===== src/rtl/pipeline_pkg.sv =====
// Shared RV64I pipeline definitions: opcodes, ALU operations, immediate formats
// and the ID/EX pipeline-register bundle with its bubble value.
package pipeline_pkg;

    localparam int unsigned XLEN = 64;
    localparam int unsigned ILEN = 32;

    localparam logic [6:0] OPC_LUI       = 7'b0110111;
    localparam logic [6:0] OPC_AUIPC     = 7'b0010111;
    localparam logic [6:0] OPC_JAL       = 7'b1101111;
    localparam logic [6:0] OPC_JALR      = 7'b1100111;
    localparam logic [6:0] OPC_BRANCH    = 7'b1100011;
    localparam logic [6:0] OPC_LOAD      = 7'b0000011;
    localparam logic [6:0] OPC_STORE     = 7'b0100011;
    localparam logic [6:0] OPC_OP_IMM    = 7'b0010011;
    localparam logic [6:0] OPC_OP        = 7'b0110011;
    localparam logic [6:0] OPC_MISC_MEM  = 7'b0001111;
    localparam logic [6:0] OPC_OP_IMM_32 = 7'b0011011;
    localparam logic [6:0] OPC_OP_32     = 7'b0111011;

    typedef enum logic [3:0] {
        AluAdd   = 4'd0,
        AluSub   = 4'd1,
        AluSll   = 4'd2,
        AluSlt   = 4'd3,
        AluSltu  = 4'd4,
        AluXor   = 4'd5,
        AluSrl   = 4'd6,
        AluSra   = 4'd7,
        AluOr    = 4'd8,
        AluAnd   = 4'd9,
        AluPassB = 4'd10
    } alu_op_e;

    typedef enum logic [2:0] {
        ImmI = 3'd0,
        ImmS = 3'd1,
        ImmB = 3'd2,
        ImmU = 3'd3,
        ImmJ = 3'd4
    } imm_fmt_e;

    typedef struct packed {
        logic            valid;
        logic [XLEN-1:0] pc;
        logic [XLEN-1:0] rs1_val;
        logic [XLEN-1:0] rs2_val;
        logic [XLEN-1:0] imm;
        logic [4:0]      rs1;
        logic [4:0]      rs2;
        logic [4:0]      rd;
        logic [2:0]      funct3;
        alu_op_e         alu_op;
        logic            alu_src_imm;
        logic            alu_a_pc;
        logic            word_op;
        logic            reg_write;
        logic            mem_read;
        logic            mem_write;
        logic            mem_to_reg;
        logic            branch;
        logic            jump;
        logic            jalr;
        logic            illegal;
    } idex_t;

    localparam idex_t IDEX_BUBBLE = '0;

    // alt selects SUB for funct3=000 and SRA for funct3=101.
    function automatic alu_op_e alu_from_funct3(logic [2:0] funct3, logic alt);
        case (funct3)
            3'b000:  return alt ? AluSub : AluAdd;
            3'b001:  return AluSll;
            3'b010:  return AluSlt;
            3'b011:  return AluSltu;
            3'b100:  return AluXor;
            3'b101:  return alt ? AluSra : AluSrl;
            3'b110:  return AluOr;
            default: return AluAnd;
        endcase
    endfunction

endpackage


===== src/rtl/id_imm_gen.sv =====
// Immediate generator: instruction plus decoded format select -> sign-extended 64-bit immediate.
module id_imm_gen
    import pipeline_pkg::*;
(
    input  logic [31:0] instr_i,
    input  imm_fmt_e    fmt_i,
    output logic [63:0] imm_o
);

    logic [6:0] opcode;
    logic       is_shift;

    assign opcode   = instr_i[6:0];
    assign is_shift = (instr_i[13:12] == 2'b01);

    always_comb begin
        imm_o = '0;
        unique case (fmt_i)
            ImmI: imm_o = {{52{instr_i[31]}}, instr_i[31:20]};
            ImmS: imm_o = {{52{instr_i[31]}}, instr_i[31:25], instr_i[11:7]};
            ImmB: imm_o = {{51{instr_i[31]}}, instr_i[31], instr_i[7], instr_i[30:25],
                           instr_i[11:8], 1'b0};
            ImmU: imm_o = {{32{instr_i[31]}}, instr_i[31:12], 12'b0};
            ImmJ: imm_o = {{43{instr_i[31]}}, instr_i[31], instr_i[19:12], instr_i[20],
                           instr_i[30:21], 1'b0};
            default: imm_o = '0;
        endcase
        // Shift-immediates carry only the shamt; funct6/funct7 bits are not immediate.
        if (fmt_i == ImmI && is_shift) begin
            if (opcode == OPC_OP_IMM) begin
                imm_o = {58'b0, instr_i[25:20]};
            end else if (opcode == OPC_OP_IMM_32) begin
                imm_o = {59'b0, instr_i[24:20]};
            end
        end
    end

endmodule


===== src/rtl/pipeline_id_stage.sv =====
// RV64I decode stage: decode, register read, load-use stall and the ID/EX register.
// Optional ID_WB_BYPASS_EN: same-cycle writeback-to-read bypass on the operand values.
module pipeline_id_stage
    import pipeline_pkg::*;
(
    input  logic        clk,
    input  logic        reset,
    input  logic        flush,
    input  logic [63:0] pc_IF,
    input  logic [31:0] instruction_IF,
    output logic [4:0]  rs1_addr,
    output logic [4:0]  rs2_addr,
    input  logic [63:0] rs1_data,
    input  logic [63:0] rs2_data,
    input  logic        wb_en,
    input  logic [4:0]  wb_rd,
    input  logic [63:0] wb_data,
    output logic        stall,
    output logic        valid_ID,
    output logic [63:0] pc_ID,
    output logic [63:0] rs1_val_ID,
    output logic [63:0] rs2_val_ID,
    output logic [63:0] imm_ID,
    output logic [4:0]  rs1_ID,
    output logic [4:0]  rs2_ID,
    output logic [4:0]  rd_ID,
    output logic [2:0]  funct3_ID,
    output logic [3:0]  alu_op_ID,
    output logic        alu_src_imm_ID,
    output logic        alu_a_pc_ID,
    output logic        word_op_ID,
    output logic        reg_write_ID,
    output logic        mem_read_ID,
    output logic        mem_write_ID,
    output logic        mem_to_reg_ID,
    output logic        branch_ID,
    output logic        jump_ID,
    output logic        jalr_ID,
    output logic        illegal_ID
);

    idex_t       idex_d, idex_q, dec;
    imm_fmt_e    fmt;
    logic [63:0] imm;
    logic [63:0] rs1_fwd, rs2_fwd;
    logic        uses_rs1, uses_rs2, has_imm, legal;
    logic [6:0]  opcode;

    assign opcode   = instruction_IF[6:0];
    assign rs1_addr = instruction_IF[19:15];
    assign rs2_addr = instruction_IF[24:20];

    id_imm_gen u_imm_gen (
        .instr_i (instruction_IF),
        .fmt_i   (fmt),
        .imm_o   (imm)
    );

`ifdef ID_WB_BYPASS_EN
    assign rs1_fwd = (wb_en && wb_rd != 5'd0 && wb_rd == rs1_addr) ? wb_data : rs1_data;
    assign rs2_fwd = (wb_en && wb_rd != 5'd0 && wb_rd == rs2_addr) ? wb_data : rs2_data;
`else
    logic unused_wb;
    assign unused_wb = ^{wb_en, wb_rd, wb_data};
    assign rs1_fwd   = rs1_data;
    assign rs2_fwd   = rs2_data;
`endif

    always_comb begin
        dec      = IDEX_BUBBLE;
        fmt      = ImmI;
        uses_rs1 = 1'b0;
        uses_rs2 = 1'b0;
        has_imm  = 1'b0;
        legal    = 1'b1;
        case (opcode)
            OPC_LUI: begin
                fmt = ImmU; has_imm = 1'b1;
                dec.reg_write = 1'b1; dec.alu_src_imm = 1'b1; dec.alu_op = AluPassB;
            end
            OPC_AUIPC: begin
                fmt = ImmU; has_imm = 1'b1;
                dec.reg_write = 1'b1; dec.alu_src_imm = 1'b1; dec.alu_a_pc = 1'b1;
            end
            OPC_JAL: begin
                fmt = ImmJ; has_imm = 1'b1;
                dec.reg_write = 1'b1; dec.jump = 1'b1;
                dec.alu_src_imm = 1'b1; dec.alu_a_pc = 1'b1;
            end
            OPC_JALR: begin
                has_imm = 1'b1; uses_rs1 = 1'b1;
                dec.reg_write = 1'b1; dec.jump = 1'b1; dec.jalr = 1'b1;
                dec.alu_src_imm = 1'b1;
            end
            OPC_BRANCH: begin
                fmt = ImmB; has_imm = 1'b1; uses_rs1 = 1'b1; uses_rs2 = 1'b1;
                dec.branch = 1'b1; dec.alu_op = AluSub;
            end
            OPC_LOAD: begin
                has_imm = 1'b1; uses_rs1 = 1'b1;
                dec.reg_write = 1'b1; dec.mem_read = 1'b1; dec.mem_to_reg = 1'b1;
                dec.alu_src_imm = 1'b1;
            end
            OPC_STORE: begin
                fmt = ImmS; has_imm = 1'b1; uses_rs1 = 1'b1; uses_rs2 = 1'b1;
                dec.mem_write = 1'b1; dec.alu_src_imm = 1'b1;
            end
            OPC_OP_IMM, OPC_OP_IMM_32: begin
                has_imm = 1'b1; uses_rs1 = 1'b1;
                dec.reg_write = 1'b1; dec.alu_src_imm = 1'b1;
                dec.word_op = (opcode == OPC_OP_IMM_32);
                dec.alu_op = alu_from_funct3(instruction_IF[14:12],
                    (instruction_IF[14:12] == 3'b101) && instruction_IF[30]);
            end
            OPC_OP, OPC_OP_32: begin
                uses_rs1 = 1'b1; uses_rs2 = 1'b1;
                dec.reg_write = 1'b1;
                dec.word_op = (opcode == OPC_OP_32);
                dec.alu_op = alu_from_funct3(instruction_IF[14:12], instruction_IF[30]);
            end
            OPC_MISC_MEM: ;
            default: legal = 1'b0;
        endcase

        dec.valid   = 1'b1;
        dec.pc      = pc_IF;
        dec.funct3  = instruction_IF[14:12];
        dec.imm     = has_imm ? imm : '0;
        dec.rs1     = uses_rs1 ? instruction_IF[19:15] : 5'd0;
        dec.rs2     = uses_rs2 ? instruction_IF[24:20] : 5'd0;
        dec.rs1_val = uses_rs1 ? rs1_fwd : '0;
        dec.rs2_val = uses_rs2 ? rs2_fwd : '0;
        dec.rd      = dec.reg_write ? instruction_IF[11:7] : 5'd0;

        if (!legal) begin
            dec         = IDEX_BUBBLE;
            dec.valid   = 1'b1;
            dec.illegal = 1'b1;
            dec.pc      = pc_IF;
            uses_rs1    = 1'b0;
            uses_rs2    = 1'b0;
        end
        if (instruction_IF == 32'h0) begin
            dec      = IDEX_BUBBLE;
            uses_rs1 = 1'b0;
            uses_rs2 = 1'b0;
        end
    end

    assign stall = idex_q.mem_read && (idex_q.rd != 5'd0) &&
                   ((uses_rs1 && instruction_IF[19:15] == idex_q.rd) ||
                    (uses_rs2 && instruction_IF[24:20] == idex_q.rd));

    always_comb begin
        idex_d = dec;
        if (flush || stall) begin
            idex_d = IDEX_BUBBLE;
        end
    end

    always_ff @(posedge clk) begin
        if (reset) begin
            idex_q <= IDEX_BUBBLE;
        end else begin
            idex_q <= idex_d;
        end
    end

    assign valid_ID       = idex_q.valid;
    assign pc_ID          = idex_q.pc;
    assign rs1_val_ID     = idex_q.rs1_val;
    assign rs2_val_ID     = idex_q.rs2_val;
    assign imm_ID         = idex_q.imm;
    assign rs1_ID         = idex_q.rs1;
    assign rs2_ID         = idex_q.rs2;
    assign rd_ID          = idex_q.rd;
    assign funct3_ID      = idex_q.funct3;
    assign alu_op_ID      = idex_q.alu_op;
    assign alu_src_imm_ID = idex_q.alu_src_imm;
    assign alu_a_pc_ID    = idex_q.alu_a_pc;
    assign word_op_ID     = idex_q.word_op;
    assign reg_write_ID   = idex_q.reg_write;
    assign mem_read_ID    = idex_q.mem_read;
    assign mem_write_ID   = idex_q.mem_write;
    assign mem_to_reg_ID  = idex_q.mem_to_reg;
    assign branch_ID      = idex_q.branch;
    assign jump_ID        = idex_q.jump;
    assign jalr_ID        = idex_q.jalr;
    assign illegal_ID     = idex_q.illegal;

endmodule


===== config.mk =====
export PLATFORM = sky130hd
export DESIGN_NAME = pipeline_id_stage
export DESIGN_NICKNAME = d
export VERILOG_FILES = /design/src/rtl/pipeline_pkg.sv /design/src/rtl/id_imm_gen.sv /design/src/rtl/pipeline_id_stage.sv
export SDC_FILE = /design/constraint.sdc
export NUM_CORES = 1
export LEC_CHECK = 0
export BUFFER_PORTS_ARGS = -buffer_cell sky130_fd_sc_hd__clkbuf_2
export CAP_MARGIN = 20
export CORE_AREA = 2 2 234 236
export DETAILED_ROUTE_END_ITERATION = 10
export DIE_AREA = 0 0 236 238
export GPL_ROUTABILITY_DRIVEN = 0
export PLACE_DENSITY = 0.46
export REMOVE_ABC_BUFFERS = 1
export SETUP_SLACK_MARGIN = 0.1
export SLEW_MARGIN = 20
export SYNTH_ARGS = -nofsm -noshare
export SYNTH_HDL_FRONTEND = slang
export SYNTH_SLANG_ARGS = --single-unit

===== constraint.sdc =====
create_clock -name clk -period 2.8 [get_ports clk]
set_input_delay 0.28 -clock clk [delete_from_list [all_inputs] [get_ports clk]]
set_output_delay 0.28 -clock clk [all_outputs]
set_load 0.02 [all_outputs]

==> summary.md, run 1 <==
| Metric | Value |
|---|---|
| RSZ-0062 raised after global routing | false |
| CTS Buffer Depth | 3 |
| DRT met1 WL | between 10 and 15 mm |
| Nets | 1746 |
| Chip height | 238 µm |
| Mean Syn Cell Area | 11.0 µm² |
| Routed met2 length | 17.6 mm |
| Hpwl dp | 25.5 mm |
| CTS tree | done |
| RR Endpoint | rs1_val_ID[12]$_SDFF_PP0_ |
| Worst Setup SP | rd_ID[2]$_SDFF_PP0_ |
| Largest family of logic cells by synthesized area | simple AND/OR/NAND/NOR gates |
| FFs w/ async S/R, synth | 0 |
| H-tree lvl count | 1 |
| Power per Cell Area | 582 nW/µm² |
| Switch share | 0.239 |
| Met3 Wirelength | 2.54 mm |
| Sequential area share after synthesis | 0.610 |
| Hold Violations, Final | 0 |
| Worst r2r src | rd_ID[2]$_SDFF_PP0_ |
| Fill cells | 5623 |
| Die area | 56200 µm² |
| Layout area overhead | 72.2% |
| Ys Warns | 0 |
| Worst-Margin Slew | 0.865 ns |
| Final Util | 0.271 |
| Largest net degree at the start of global routing | around 140 |
| Layout cells sized above 1 | 0.428 |
| Vias in the first global route | 8105 |
| Routed wire length | between 30 and 40 mm |
| Final clock skew | 0.0147 ns |
| Area of the mapped netlist | 8430 µm² |
| Power after layout | approximately 8.4 mW |
| XOR/XNOR Fraction of Synth Area | 0.0114 |
| Drt drc | 0 |
| R2R setup slack | roughly 0.45 ns |
| Register area | 5140 µm² |
| Routed wire per std cell | 16.4 µm |
| Final Max Slew Viols | 0 |
| Port Buffers | 527 |
| Post-DP Area | 11500 µm² |
| Mux cell area share after synthesis | 0.00237 |
| Sequential fraction of design power | 0.439 |
| Critical Path End Type | output port |
| Synth Area in Compound Gates | 0.0398 |
| WHS | approximately 0.021 ns |
| Worst skew pair latency | 0.57 ns |
| Post_cts resized | 0 |
| Crit path launch type | flip-flop |
| VDD IR max | 390 µV |
| Initial DRC Count | 256 |
| Required @ worst endpoint | 2.52 ns |
| Worst Reg-to-Reg Cells | 7 |
| # IOs | 598 |
| Switch Pwr | just over 2 mW |
| Worst hold path type | input port to flip-flop |
| Routed Antenna Nets | 0 |
| CTS clock-pin slew for the worst setup and hold paths | 0.06 ns |
| Via density per instance | 3.73 |
| Die Wd | 236 µm |
| Starting Density | 0.158 |
| Clock sink count | around 260 |
| Cts hold-fix bufs | 201 |
| Worst relative slew slack | 0.418 |
| Endpoints failing setup | 0 |
| Crit path arrival time | 2.29 ns |
| Number of synthesized flops with an enable pin | 0 |
| Final instance area | 14500 µm² |
| Max Fclk | 389 MHz |
| Simple-gate portion of the synthesized area | 0.252 |
| Worst setup path end | stall |
| Num CTS Buffers | 30 |
| CTS root buf | clkbuf_16 |
| Netlist cell types | 49 |
| Max-cap violations | 0 |
| Pint | 6.43 mW |
| Area fraction of the dominant cell type after synthesis | 0.610 |
| Top routing layer in use | met5 |
| Count leader, synth | dfxtp_1 |
| Total track usage | 0.119 |
| Comb pwr share | 0.091 |
| Synth area leader | dfxtp_1 |
| FF+latch count, synth | 257 |
| Crit-path max FO | 4 |
| WS Path Type | flip-flop to output port |
| DRT Pass-1 Iters | 4 |
| Global-route wire length before repair | 50.3 mm |
| Static Leak | 7.21 nW |
| Post-synth top flop | dfxtp_1 |
| TNS Setup | 0 ns |
| Row cnt | 85 |
| Antenna violations before repair | 4 |
| Synthesized instance count | 768 |
| Area of the multi-input gates | 2600 µm² |
| Vias | 8101 |
| Postcts setup bufs | 0 |
| Status | finished, final reports clean |
| Core area | 53500 µm² |
| Post-route clock period utilization | 0.917 |
| Adder-cell share of the synthesized area | 0 |
| Total overflow reported by the global router | 0 |
| Synth cell count leaders | dfxtp_1, and3_1, and2_1 |
| Clock power frac | 0.469 |
| Largest cells by area after synthesis | dfxtp_1, and3_1, and2_1 |
| Crit path time final | 2.57 ns |
## logic make-up (layout without fill, tap and decap cells)
logic type,Yosys count,after routing
other cells,0,1
compound gates,54,54
buf+inv,108,813
mux,2,2
flops,257,257
simple gates,336,336
xor+xnor,11,11
## critical path, cell delays in order, from the launching register on
cell and delay [ns]:
dfxtp_1 0.37, or4_4 0.56, o21ai_4 0.17, nor4_1 0.11, or2_2 0.30, clkbuf_2 0.20
## state kept, by name (all words and copies together), names as in the netlist
signal / cells
rs1_ID: 5
jalr_ID: 1
illegal_ID: 1
alu_op_ID: 4
imm_ID: 32
reg_write_ID: 1
rs2_val_ID: 64
rs2_ID: 5
jump_ID: 1
funct3_ID: 3
alu_src_imm_ID: 1
pc_ID: 64
word_op_ID: 1
branch_ID: 1
valid_ID: 1
rs1_val_ID: 64
mem_write_ID: 1
rd_ID: 5
mem_to_reg_ID: 1
alu_a_pc_ID: 1
## layout make-up
class | instances | area share
Sequential cell | 257 | 0.354
Clock buffer | 38 | 0.0580
Timing Repair Buffer | 748 | 0.335
Multi-Input combinational cell | 403 | 0.179
Inverter | 9 | 0.00233
Clock inverter | 18 | 0.0115
Antenna cell | 1 | 0.000172
Tap cell | 696 | 0.0600
## stage by stage
step                      setup slack (ns)  instances
after global placement               0.255       1912
after floorplan                      -2.00        669
final                                0.231       2170
after CTS                            0.169       2169
after global routing                 0.121       2170
after detailed placement             0.275       1912
## power by group through the flow
stage | combinational, mW | sequential [mW] | clock (mW)
4_1_cts | 0.779 | 3.71 | 4.13
3_3_place_gp | 0.546 | 3.79 | 0
6_report | 0.771 | 3.71 | 3.97
3_5_place_dp | 0.547 | 3.79 | 0
2_1_floorplan | 0.134 | 3.85 | 0
5_1_grt | 0.833 | 3.71 | 4.26
## layout by cell type (no fill, tap or decap), types with 3 or more instances in the layout
cell	n
nand2b_1	9
clkbuf_1	3
inv_1	9
clkbuf_16	31
and2_1	69
a22oi_1	5
nor3_1	18
nand3_1	7
clkinv_2	8
nand4_1	5
o21a_1	3
nor2_1	15
nand2_1	15
nor3b_1	7
clkbuf_2	527
nor4_1	12
xnor2_1	10
dlygate4sd3_1	201
buf_12	5
and3_1	138
clkbuf_8	4
dfxtp_1	257
nor3_2	20
a21oi_1	31
nor2b_1	4
buf_4	15
inv_6	4
## layer usage
metal,GRT usage,vias up
li1,-,3934
met2,0.213,359
met5,0,-
met3,0.0318,56
met1,0.135,3746
met4,0.0430,6
## worst min-delay path by stage
stage	from	endpoint	slack, ns	depth (start not counted)
after detailed placement	pc_IF[17]	pc_ID[17]$_SDFF_PP0_	0.48	2
after CTS	instruction_IF[10]	rd_ID[3]$_SDFF_PP0_	0.00006	2
after floorplan	instruction_IF[3]	jalr_ID$_SDFF_PP0_	0.36	1
after global routing	instruction_IF[10]	rd_ID[3]$_SDFF_PP0_	0.01	2
final	instruction_IF[10]	rd_ID[3]$_SDFF_PP0_	0.02	2
after global placement	pc_IF[30]	pc_ID[30]$_SDFF_PP0_	0.48	2
Power figures use the tool's default switching activity.
==> inputs of run 2 (changes only) <==
--- a/config.mk
+++ b/config.mk
@@ -12,7 +12,6 @@
 export DIE_AREA = 0 0 236 238
 export GPL_ROUTABILITY_DRIVEN = 0
 export PLACE_DENSITY = 0.46
-export REMOVE_ABC_BUFFERS = 1
 export SETUP_SLACK_MARGIN = 0.1
 export SLEW_MARGIN = 20
 export SYNTH_ARGS = -nofsm -noshare
==> run 2 against run 1 <==
Effect of this change: sequential share of layout area hardly changed; register-to-register slack gained 0.07 ns; utilization about the same; die area unchanged; total power increased by 0.49%; routed wire length decreased by 1.8%; via count hardly changed; maximum frequency is essentially flat; largest cell class unchanged; non-clock buffer count decreased by 3.
==> summary.md, run 2 (synthesized netlist as in run 1, its figures left out) <==
| Metric | Value |
|---|---|
| Status | finished, final reports clean |
| Routed wire length | 35.0 mm |
| Final clock skew | 0.00682 ns |
| CTS Buffer Depth | 3 |
| Drt drc | 0 |
| Crit-path max FO | 4 |
| Required @ worst endpoint | 2.52 ns |
| Worst Reg-to-Reg Cells | 6 |
| Ant diodes | 0 |
| Nets | 1743 |
| Hpwl dp | about 25 mm |
| Die Wd | 236 µm |
| DP Worst Slack | 0.379 ns |
| Largest net degree at the start of global routing | between 80 and 90 |
| Vias | just over 8000 |
| Num CTS Buffers | 30 |
| CTS tree | done |
| Crit path launch type | flip-flop |
| # IOs | 598 |
| H-tree lvl count | 1 |
| Post-DP Area | 11400 µm² |
| Vias in the first global route | 8255 |
| Power after layout | between 8 and 9 mW |
| Routed Antenna Nets | 0 |
| Global-route wire length before repair | 51.3 mm |
| Commonest non-fill, non-tap cell in the layout | clkbuf_2 |
| Via density per instance | 3.74 |
| RSZ-0062 raised after global routing | false |
| Worst hold path type | input port to flip-flop |
| Total overflow reported by the global router | 0 |
| Row cnt | 85 |
| Final Max Slew Viols | 0 |
| Port Buffers | between 500 and 600 |
| Clock sink count | 257 |
| Chip height | roughly 240 µm |
| Routed wire per std cell | 16.1 µm |
| WHS | roughly 0.048 ns |
| Worst skew pair latency | 0.57 ns |
| CTS root buf | clkbuf_16 |
| TNS Setup | 0 ns |
| Fill cells | 5604 |
| Initial DRC Count | approximately 320 |
| CTS clock-pin slew for the worst setup and hold paths | 0.06 ns |
| Power per Cell Area | slightly below 600 nW/µm² |
| Crit path arrival time | 2.29 ns |
| DRT Pass-1 Iters | 4 |
| Max Fclk | 389 MHz |
| Max-cap violations | 0 |
| Net count after synthesis | between 1000 and 1500 |
| Hold Violations, Final | 0 |
| Area of the multi-input gates | about 2600 µm² |
| Layout area overhead | 72.0% |
| Worst relative slew slack | 0.410 |
| Antenna violations before repair | 1 |
| Endpoints failing setup | 0 |
| Final instance area | 14500 µm² |
| Postcts setup bufs | 0 |
| Worst-Margin Slew | 0.884 ns |
| Min-Delay Path Depth | 2 |
| Register area | 5140 µm² |
| Static Leak | slightly above 7 nW |
| Starting Density | 0.158 |
| Commonest non-fill, non-tap cells in the layout | clkbuf_2, dfxtp_1, dlygate4sd3_1 |
| Crit path time final | between 2 and 3 ns |
| VDD IR max | 382 µV |
| Layout cells sized above 1 | 0.423 |
| Total track usage | 0.118 |
| Critical Path End Type | output port |
| WS Path Type | flip-flop to output port |
| Die area | 56200 µm² |
| Setup ws final | roughly 0.23 ns |
| Core area | 53500 µm² |
| Post-route clock period utilization | 0.918 |
-- run 2: cell count changes in the layout (fill, tap and decap cells not counted), moves of 2 or more --
cell,change
buf_4,-4
clkbuf_1,+4
clkbuf_8,+5
clkinv_2,-5
dlygate4sd3_1,+2
inv_6,-2
-- run 2: per-stage QoR --
stage,utilization,cells
global placement,0.214,1907
global route,0.271,2166
detailed placement,0.214,1907
CTS,0.271,2166
floorplan,-,768
finish,0.271,2166
-- run 2: path summary, 6_finish.rpt --
path	slack, ns	from	endpoint
hold / removal	0.05	instruction_IF[7]	rd_ID[0]$_SDFF_PP0_
hold reg to reg	1.22	mem_to_reg_ID$_SDFF_PP0_	valid_ID$_SDFF_PP0_
setup reg to reg	0.52	rd_ID[1]$_SDFF_PP0_	rs1_val_ID[61]$_SDFF_PP0_
setup / recovery	0.23	rd_ID[1]$_SDFF_PP0_	stall
-- run 2: layer usage --
metal	wire, µm	share of wire	GRT usage
met3	2840	0.081	0.0317
met1	14000	0.40	0.138
met2	17300	0.50	0.210
met4	812	0.023	0.0357
met5	0	0	0
-- run 2: what timing repair did --
item	in CTS	in global routing
gates resized for setup	0	0
hold endpoints to repair	208	0
hold buffers	203	0
-- run 2: report_power, final --
group	total (mW)	internal [mW]	switching (mW)
Combinational	0.768	0.403	0.365
Clock	4.01	2.40	1.61
Sequential	3.71	3.70	0.0148
Total	8.49	6.50	1.99
-- run 2: cell type report --
class / count / area share
Sequential cell: 257 / 0.355
Timing Repair Buffer: 745 / 0.333
Multi-Input combinational cell: 403 / 0.179
Clock buffer: 46 / 0.0621
Tap cell: 696 / 0.0600
Clock inverter: 10 / 0.00863
Inverter: 9 / 0.00233
-- run 2: worst max-delay path, cell delays in order, from the launching register on --
cell and delay [ns]:
dfxtp_1 0.37, or4_4 0.58, o21ai_4 0.16, nor4_1 0.10, or2_2 0.33, clkbuf_2 0.17
==> inputs of run 3 (changes only) <==
==> constraint.sdc (replaced) <==
create_clock -name clk -period 2.81 [get_ports clk]
set_input_delay 0.281 -clock clk [delete_from_list [all_inputs] [get_ports clk]]
set_output_delay 0.281 -clock clk [all_outputs]
set_load 0.02 [all_outputs]
==> run 3 against run 2 <==
Effect of this change: largest power group unchanged; non-clock buffer count grew 1; clock power grew 8.5%; highest routed layer is now met5; die area is the same; routed wire length grew 0.94%.
==> summary.md, run 3 (synthesized netlist as in run 1, its figures left out) <==
| Metric | Value |
|---|---|
| Global-route wire length before repair | 51.6 mm |
| Switch Pwr | 2.06 mW |
| Layout area overhead | 73.6% |
| Postcts setup bufs | 0 |
| Fill cells | roughly 5600 |
| Largest net degree at the start of global routing | 87 |
| Post-route clock period utilization | 0.915 |
| Initial DRC Count | 242 |
| CTS tree | done |
| Setup ws final | 0.237 ns |
| Endpoints failing setup | 0 |
| Vias | 8087 |
| Pint | 6.76 mW |
| Die area | ~56000 µm² |
| Min-Delay Path Depth | 3 |
| CTS clock-pin slew for the worst setup and hold paths | 0.06 ns |
| Status | finished, final reports clean |
| Worst skew pair latency | between 0.5 and 0.6 ns |
| Area of the multi-input gates | around 2600 µm² |
| Chip height | between 200 and 250 µm |
| Port Buffers | between 500 and 600 |
| Worst r2r src | rd_ID[1]$_SDFF_PP0_ |
| Switch share | 0.234 |
| DRT met1 WL | 14.2 mm |
| Final Util | 0.274 |
| Top routing layer in use | met5 |
| TNS Setup | 0 ns |
| Commonest non-fill, non-tap cells in the layout | clkbuf_2, dfxtp_1, dlygate4sd3_1 |
| Hold Violations, Final | 0 |
| Nets | between 1500 and 2000 |
| Critical Path End Type | output port |
| Routed wire length | 35.3 mm |
| WS Path Type | flip-flop to output port |
| Starting Density | 0.158 |
| Worst setup path end | stall |
| Drt drc | 0 |
| Met3 Wirelength | between 2 and 3 mm |
| Final instance area | between 10000 and 15000 µm² |
| Power after layout | a little under 9 mW |
| Power per Cell Area | 603 nW/µm² |
| Clock sink count | 257 |
| RR Endpoint | rs1_val_ID[8]$_SDFF_PP0_ |
| RSZ-0062 raised after global routing | false |
| Row cnt | 85 |
| Crit path arrival time | 2.29 ns |
| Worst relative slew slack | 0.427 |
| Layout Cells excl Fill | 2169 |
| Crit-path max FO | 4 |
| DP Worst Slack | 0.364 ns |
| Core area | 53500 µm² |
| Ant diodes | 0 |
| Layout cells sized above 1 | 0.425 |
| CTS root buf | clkbuf_16 |
| Total overflow reported by the global router | 0 |
| Routed wire per std cell | ~16 µm |
| Crit path time final | 2.57 ns |
| Net count after synthesis | roughly 1100 |
| WHS | 0.0912 ns |
| Register area | 5140 µm² |
| Worst hold path type | input port to flip-flop |
| Num CTS Buffers | 31 |
| Post_cts resized | 0 |
| Placed cell count | 1907 |
| Worst-Margin Slew | between 0.8 and 0.9 ns |
| CTS Buffer Depth | 3 |
| Required @ worst endpoint | 2.53 ns |
| Via density per instance | 3.73 |
| VDD IR max | about 450 µV |
| Die Wd | 236 µm |
| R2R setup slack | 0.56 ns |
| Worst Reg-to-Reg Cells | 7 |
| Comb pwr share | 0.088 |
| Static Leak | a little over 7 nW |
| Final Max Slew Viols | 0 |
| Worst Setup SP | rd_ID[1]$_SDFF_PP0_ |
| Max Fclk | roughly 390 MHz |
| Total track usage | 0.119 |
| # IOs | 598 |
| Hpwl dp | 25.2 mm |
| Final clock skew | 0.00631 ns |
| DRT Pass-1 Iters | 4 |
| Post-DP Area | 11500 µm² |
| Routed met2 length | roughly 18 mm |
| Antenna violations before repair | 1 |
| H-tree lvl count | 1 |
| Vias in the first global route | ~8400 |
| Max-cap violations | 0 |
| Commonest non-fill, non-tap cell in the layout | clkbuf_2 |
| Clock power frac | 0.493 |
| Crit path launch type | flip-flop |
| Sequential fraction of design power | 0.419 |
| Routed Antenna Nets | 0 |
## run 3: what timing repair did
action                                  4_1_cts  5_1_grt
endpoints found under the setup margin        0        0
hold buffers                                204        0
hold endpoints to repair                    210        0
## run 3: critical path, cell delays in order (launching register included)
cell and delay [ns]:
dfxtp_1 0.36, or4_4 0.58, o21ai_4 0.16, nor4_1 0.11, or2_2 0.32, clkbuf_2 0.17
## run 3: how the worst min path moves through the flow
stage | start | slack [ns] | endpoint
2_1_floorplan | instruction_IF[25] | 0.40 | imm_ID[5]$_SDFF_PP0_
3_3_place_gp | pc_IF[63] | 0.48 | pc_ID[63]$_SDFF_PP0_
3_5_place_dp | pc_IF[31] | 0.48 | pc_ID[31]$_SDFF_PP0_
4_1_cts | instruction_IF[1] | 0.05 | mem_to_reg_ID$_SDFF_PP0_
5_1_grt | instruction_IF[1] | 0.07 | mem_to_reg_ID$_SDFF_PP0_
6_report | instruction_IF[1] | 0.09 | mem_to_reg_ID$_SDFF_PP0_
## run 3: area by class of cell
| class | instances | area share |
|---|---|---|
| tap | 696 | 0.0595 |
| timing repair buffer | 746 | 0.333 |
| clock inverter | 16 | 0.0168 |
| multi-input combinational | 403 | 0.177 |
| sequential | 257 | 0.352 |
| clock buffer | 42 | 0.0599 |
| inverter | 9 | 0.00231 |
## run 3: power groups by stage
stage | clock network (mW) | logic, mW | registers [mW]
3_3_place_gp | 0 | 0.538 | 3.78
5_1_grt | 4.64 | 0.836 | 3.70
6_report | 4.35 | 0.774 | 3.70
3_5_place_dp | 0 | 0.541 | 3.78
4_1_cts | 4.51 | 0.780 | 3.70
2_1_floorplan | 0 | 0.195 | 3.83
## run 3: routing by layer
metal  track usage  up-vias
li1              -     3930
met1         0.136     3779
met2         0.212      329
met3        0.0363       47
met4        0.0336        2
met5             0        -
